--- config.mk ---
export PLATFORM = sky130hd
export DESIGN_NAME = fib_seq_ctrl
export DESIGN_NICKNAME = d
export VERILOG_FILES = /design/src/rtl/fib_seq_ctrl_pkg.sv /design/src/rtl/fib_seq_ctrl.sv
export SDC_FILE = /design/constraint.sdc
export NUM_CORES = 1
export LEC_CHECK = 0
export BUFFER_PORTS_ARGS = -buffer_cell sky130_fd_sc_hd__buf_4
export CAP_MARGIN = 40
export CORE_AREA = 4 4 125 127
export DETAILED_ROUTE_END_ITERATION = 10
export DIE_AREA = 0 0 129 131
export GPL_ROUTABILITY_DRIVEN = 0
export MAX_ROUTING_LAYER = met4
export PLACE_DENSITY = 0.6
export SLEW_MARGIN = 25
export SYNTH_ARGS = -nofsm -noshare
export SYNTH_HDL_FRONTEND = slang
export SYNTH_SLANG_ARGS = --single-unit
--- constraint.sdc ---
create_clock -name clk -period 1.9 [get_ports clk]
set_clock_uncertainty 0.15 [all_clocks]
set_input_delay 0.095 -clock clk [delete_from_list [all_inputs] [get_ports clk]]
set_output_delay 0.095 -clock clk [all_outputs]
set_load 0.05 [all_outputs]
--- src/rtl/fib_seq_ctrl_pkg.sv ---
// Shared types and defaults for the Fibonacci fill sequencer and the
// register file / RAM wrappers it drives.
package fib_seq_ctrl_pkg;

   localparam int unsigned DefAddrW = 6;
   localparam int unsigned DefDataW = 32;

   // ALU opcode for an unsigned wrapping add.
   localparam logic [4:0] AluOpAdd = 5'd1;

   typedef enum logic [2:0] {
      StIdle,
      StLoadRd,
      StLoadWr,
      StRdA,
      StRdB,
      StExec,
      StDone
   } fib_state_e;

endpackage

--- src/rtl/fib_seq_ctrl.sv ---
// Fibonacci fill sequencer: copies seed words from RAM port B into the
// register file, then computes r[i] = r[i-2] + r[i-1] up to LAST_ADDR using
// the external ALU, writing each result to the register file and RAM port A.
module fib_seq_ctrl
   import fib_seq_ctrl_pkg::*;
#(
   parameter int unsigned ADDR_W     = DefAddrW,
   parameter int unsigned DATA_W     = DefDataW,
   parameter int unsigned SEED_CNT   = 2,
   parameter int unsigned LAST_ADDR  = 63,
   parameter logic [4:0]  ALU_OP_ADD = AluOpAdd
) (
   input  logic              clk,
   input  logic              rst,
   input  logic              start,
   output logic              busy,
   output logic              done,
   output logic [ADDR_W-1:0] rf_raddr,
   input  logic [DATA_W-1:0] rf_rdata,
   output logic [ADDR_W-1:0] rf_waddr,
   output logic [DATA_W-1:0] rf_wdata,
   output logic              rf_we,
   output logic [ADDR_W-1:0] ram_addrb,
   input  logic [DATA_W-1:0] ram_doutb,
   output logic [ADDR_W-1:0] ram_addra,
   output logic [DATA_W-1:0] ram_dina,
   output logic              ram_wea,
   output logic [DATA_W-1:0] alu_a,
   output logic [DATA_W-1:0] alu_b,
   output logic [4:0]        alu_op,
   input  logic [DATA_W-1:0] alu_out
);

   localparam logic [ADDR_W-1:0] SeedLast = ADDR_W'(SEED_CNT - 1);
   localparam logic [ADDR_W-1:0] SeedCnt  = ADDR_W'(SEED_CNT);
   localparam logic [ADDR_W-1:0] LastIdx  = ADDR_W'(LAST_ADDR);

   fib_state_e        state_q, state_d;
   logic [ADDR_W-1:0] idx_q, idx_d;
   logic [DATA_W-1:0] opa_q, opa_d;
   logic [DATA_W-1:0] opb_q, opb_d;

   // State, index and operand registers; reset drops any job in flight.
   always_ff @(posedge clk or posedge rst) begin
      if (rst) begin
         state_q <= StIdle;
         idx_q   <= '0;
         opa_q   <= '0;
         opb_q   <= '0;
      end else begin
         state_q <= state_d;
         idx_q   <= idx_d;
         opa_q   <= opa_d;
         opb_q   <= opb_d;
      end
   end

   // Next-state and Moore output decode; only write data passes through inputs.
   always_comb begin
      state_d   = state_q;
      idx_d     = idx_q;
      opa_d     = opa_q;
      opb_d     = opb_q;
      busy      = (state_q != StIdle);
      done      = 1'b0;
      rf_raddr  = '0;
      rf_waddr  = '0;
      rf_wdata  = '0;
      rf_we     = 1'b0;
      ram_addrb = '0;
      ram_addra = '0;
      ram_dina  = '0;
      ram_wea   = 1'b0;
      alu_a     = '0;
      alu_b     = '0;
      alu_op    = '0;

      unique case (state_q)
         StIdle: begin
            if (start) begin
               idx_d   = '0;
               state_d = StLoadRd;
            end
         end
         StLoadRd: begin
            ram_addrb = idx_q;
            state_d   = StLoadWr;
         end
         StLoadWr: begin
            // RAM read data is valid now, one cycle after the address.
            rf_we    = 1'b1;
            rf_waddr = idx_q;
            rf_wdata = ram_doutb;
            if (idx_q == SeedLast) begin
               idx_d   = SeedCnt;
               state_d = StRdA;
            end else begin
               idx_d   = idx_q + 1'b1;
               state_d = StLoadRd;
            end
         end
         StRdA: begin
            rf_raddr = idx_q - ADDR_W'(2);
            opa_d    = rf_rdata;
            state_d  = StRdB;
         end
         StRdB: begin
            rf_raddr = idx_q - ADDR_W'(1);
            opb_d    = rf_rdata;
            state_d  = StExec;
         end
         StExec: begin
            alu_a     = opa_q;
            alu_b     = opb_q;
            alu_op    = ALU_OP_ADD;
            rf_we     = 1'b1;
            rf_waddr  = idx_q;
            rf_wdata  = alu_out;
            ram_wea   = 1'b1;
            ram_addra = idx_q;
            ram_dina  = alu_out;
            // Compare before increment so idx never wraps at the top address.
            if (idx_q == LastIdx) begin
               state_d = StDone;
            end else begin
               idx_d   = idx_q + 1'b1;
               state_d = StRdA;
            end
         end
         StDone: begin
            done    = 1'b1;
            state_d = StIdle;
         end
         default: begin
            state_d = StIdle;
         end
      endcase
   end

endmodule

==> results.txt <==
P_leak -> 4.30 nW
met2 Usage GRT -> 36.2%
NumNets Final -> 899
Crit-path slowest cell -> dfrtp_2
crit start category -> flip-flop
vias in the first global route -> 4,870
Final Max Slew Viols -> 0
main area contributors after synthesis -> dfrtp_1 43%, and2_1 15%, nand2_1 9.2%, mux2_2 8.5%, a21o_1 5.8%
core area -> 14,400 sq um
kind of cell adding the most delay to the critical path -> flip-flops
Final Routed Wirelength -> 18,400 microns
# rows -> 44
Crit. End Element -> output pin
arrival time at the worst endpoint -> 1.84 ns
CP required -> 1.65 ns
final hold viol count -> 0
CP Buf/Inv Count -> 2
Final Power -> 12.8 mW
final instance area -> 8570 sq um
die outline width -> 129 microns
routed len/inst -> 18.7 microns
largest net degree at the start of global routing -> 74
Seq cells post-synth -> 73
Detail Route Antenna Nets -> 0
clk_lat worst skew -> 0.33 ns
grt ovf -> 0
CP max FO -> 6
DRC -> 0
CP Class -> flip-flop to output pin
setup ws final -> -0.182 ns
Post-synth top flop -> dfrtp_1
first-pass GRT wire length -> 26,200 microns
Switching Fraction -> 45.3%
layout cells sized above 1 -> 61.6%
Synth top cells by count -> 105 x and2_1, 104 x nand2_1, 73 x dfrtp_1
post-detail-place hpwl -> 12,800 microns
initial antenna violation count -> 0
most used cell, CP -> buf_6
dominant cell type by area after synthesis -> dfrtp_1
overall routing resource usage -> 20.6%
clock buffer depth -> 2
run status -> finished with violations
Final Cycle Share -> 110%
sequential power share -> 21.5%
most frequent cell after synthesis -> and2_1
unrepaired setup endpoints after global routing -> yes
max_cap viols -> 0
H-tree Lvls -> 3
Initial Util -> 29.5%
DR vias/cell -> 4.81
Max-slew headroom -> 65.7%
Crit path largest cell delay -> 0.45 ns
cell-internal power -> 7.01 mW
Comb power frac -> 63.9%
routing usage on met1 -> 21.7%
n_diodes -> 0
die area -> 16,900 sq um
sequential area share after synthesis -> 42.9%
clock share of power -> 14.6%
Peak supply drop -> 0.000791 V
DRT iter0 DRCs -> 164
Layout area overhead -> 101%
Tightest Hold Check Type -> primary input to async pin
global routing met3 resource utilization -> 5.12%
Ys Warns -> 0
gr busiest metal -> met2
DIE HEIGHT -> 131 microns
Setup Viol. Count Final -> 142
Max Clock Freq -> 480 MHz
Post-DP Area -> 6760 sq um
post-synth top area share -> 42.9%
TritonCTS Buffers -> 9
clk sink count -> 73
syn_area_per_cell -> 9.04 sq um
drt first pass iters -> 4
Vias -> 4,730
minimum clock period -> 2.08 ns
async set-or-reset flop fraction in the synthesized netlist -> 100%
io pins -> 260
Psw -> 5.81 mW
synth unique cells -> 43
CTS root buffer -> clkbuf_16
Clock Pin Slew Worst Setup and Hold Paths -> 0.06 ns
Hold Slack -> 0.286 ns
worst path cell trace -> buf_6, nor3b_4, nand3_2, a311oi_4, buf_6
Post-synth EDFFs -> 0
violated checks -> negative setup slack
Mapped Cells -> 471
Worst-Margin Slew -> 0.510 ns
post-synthesis instance area -> 4260 sq um
PwrDens -> 1500 nW/um^2
Port Buffer Count -> 255
CTS tree -> yes
-- repair_timing --
| item | CTS | global route |
|---|---|---|
| pin swaps | 10 | 7 |
| hold endpoints to repair | 140 | 0 |
| resized for setup | 181 | 92 |
| endpoints found under the setup margin | 132 | 164 |
| buffers inserted | 8 | 9 |
| hold buffers | 34 | 0 |
| gates cloned | 1 | 2 |
-- tightest hold or removal path: cells and delay by family --
kind / cells / cell delay [ns]
buffers and inverters: 4 / 1.09
-- placed cells by master, fill, tap and decap left out, types with 4 or more instances in the layout --
| master | instances |
|---|---|
| nand3_1 | 7 |
| buf_4 | 155 |
| buf_8 | 38 |
| mux2_2 | 32 |
| nor2_1 | 4 |
| and2_4 | 48 |
| and2_1 | 44 |
| dlygate4sd3_1 | 34 |
| a21o_4 | 6 |
| clkbuf_16 | 11 |
| a21o_1 | 5 |
| buf_12 | 8 |
| dfrtp_1 | 70 |
| conb_1 | 4 |
| and2_2 | 14 |
| buf_6 | 108 |
| ha_1 | 6 |
| a21o_2 | 22 |
| nand2_1 | 103 |
-- final cells by class --
class / instances / area, sq um
tap: 184 / 230
timing repair buffer: 348 / 3560
clock inverter: 6 / 90.1
multi-input combinational: 355 / 2590
sequential: 73 / 1830
inverter: 7 / 30.0
clock buffer: 10 / 239
fill: 1101 / 5850
-- flip-flops by register name, indices dropped and copies added, names as in the netlist --
signal,count
opa_q,32
state_q,3
idx_q,6
opb_q,32
-- kinds of logic (layout without fill, tap and decap cells) --
| kind of cell | Yosys count | in the layout | synth area share (%) |
|---|---|---|---|
| buffers and inverters | 46 | 371 | 5.38 |
| flip-flops | 73 | 73 | 42.9 |
| adder cells (fa/ha/maj) | 6 | 6 | 1.76 |
| multiplexers | 33 | 33 | 8.70 |
| AO/OA/AOI/OAI | 64 | 64 | 11.0 |
| AND/OR/NAND/NOR | 247 | 247 | 30.0 |
| other | 1 | 4 | 0.0881 |
| XOR/XNOR | 1 | 1 | 0.206 |
-- metal layers --
layer / wire [microns] / vias to the layer above
li1: - / 2189
met1: 6600 / 2288
met2: 9680 / 216
met3: 1410 / 37
met4: 725 / 0
met5: 0 / -
-- path summary, 6_finish.rpt --
check	start	end	slack (ns)	cells after the start
min in group clk	opb_q[26]$_DFFE_PP0P_	opb_q[26]$_DFFE_PP0P_	0.32	2
worst min register to register	opb_q[26]$_DFFE_PP0P_	opb_q[26]$_DFFE_PP0P_	0.32	2
worst max register to register	state_q[2]$_DFFE_PP0P_	opa_q[26]$_DFFE_PP0P_	0.06	5
max in group asynchronous	rst	state_q[1]$_DFFE_PP0P_	0.98	4
worst max-delay path	state_q[1]$_DFFE_PP0P_	rf_raddr[5]	-0.18	5
worst min-delay path	rst	opb_q[28]$_DFFE_PP0P_	0.29	4
-- power groups by stage --
stage / registers (mW) / logic [mW] / clock network, mW
4_1_cts: 2.70 / 7.69 / 1.90
3_5_place_dp: 2.71 / 6.82 / 0
3_3_place_gp: 2.66 / 6.74 / 0
5_1_grt: 2.84 / 8.62 / 1.96
6_report: 2.76 / 8.20 / 1.87
2_1_floorplan: 2.56 / 4.67 / 0
-- per-stage QoR --
step           setup TNS, ns  instances  util [%]  setup WS, ns
2_1_floorplan         -0.939        474         -        -0.292
6_report              -13.43        983      59.4        -0.182
5_1_grt               -20.91        983      59.4        -0.255
4_1_cts               -12.59        975      56.6        -0.174
3_5_place_dp               0        916      46.9        0.0783
3_3_place_gp               0        916      46.9         0.154
No activity file was read; power rests on OpenSTA's default activity.
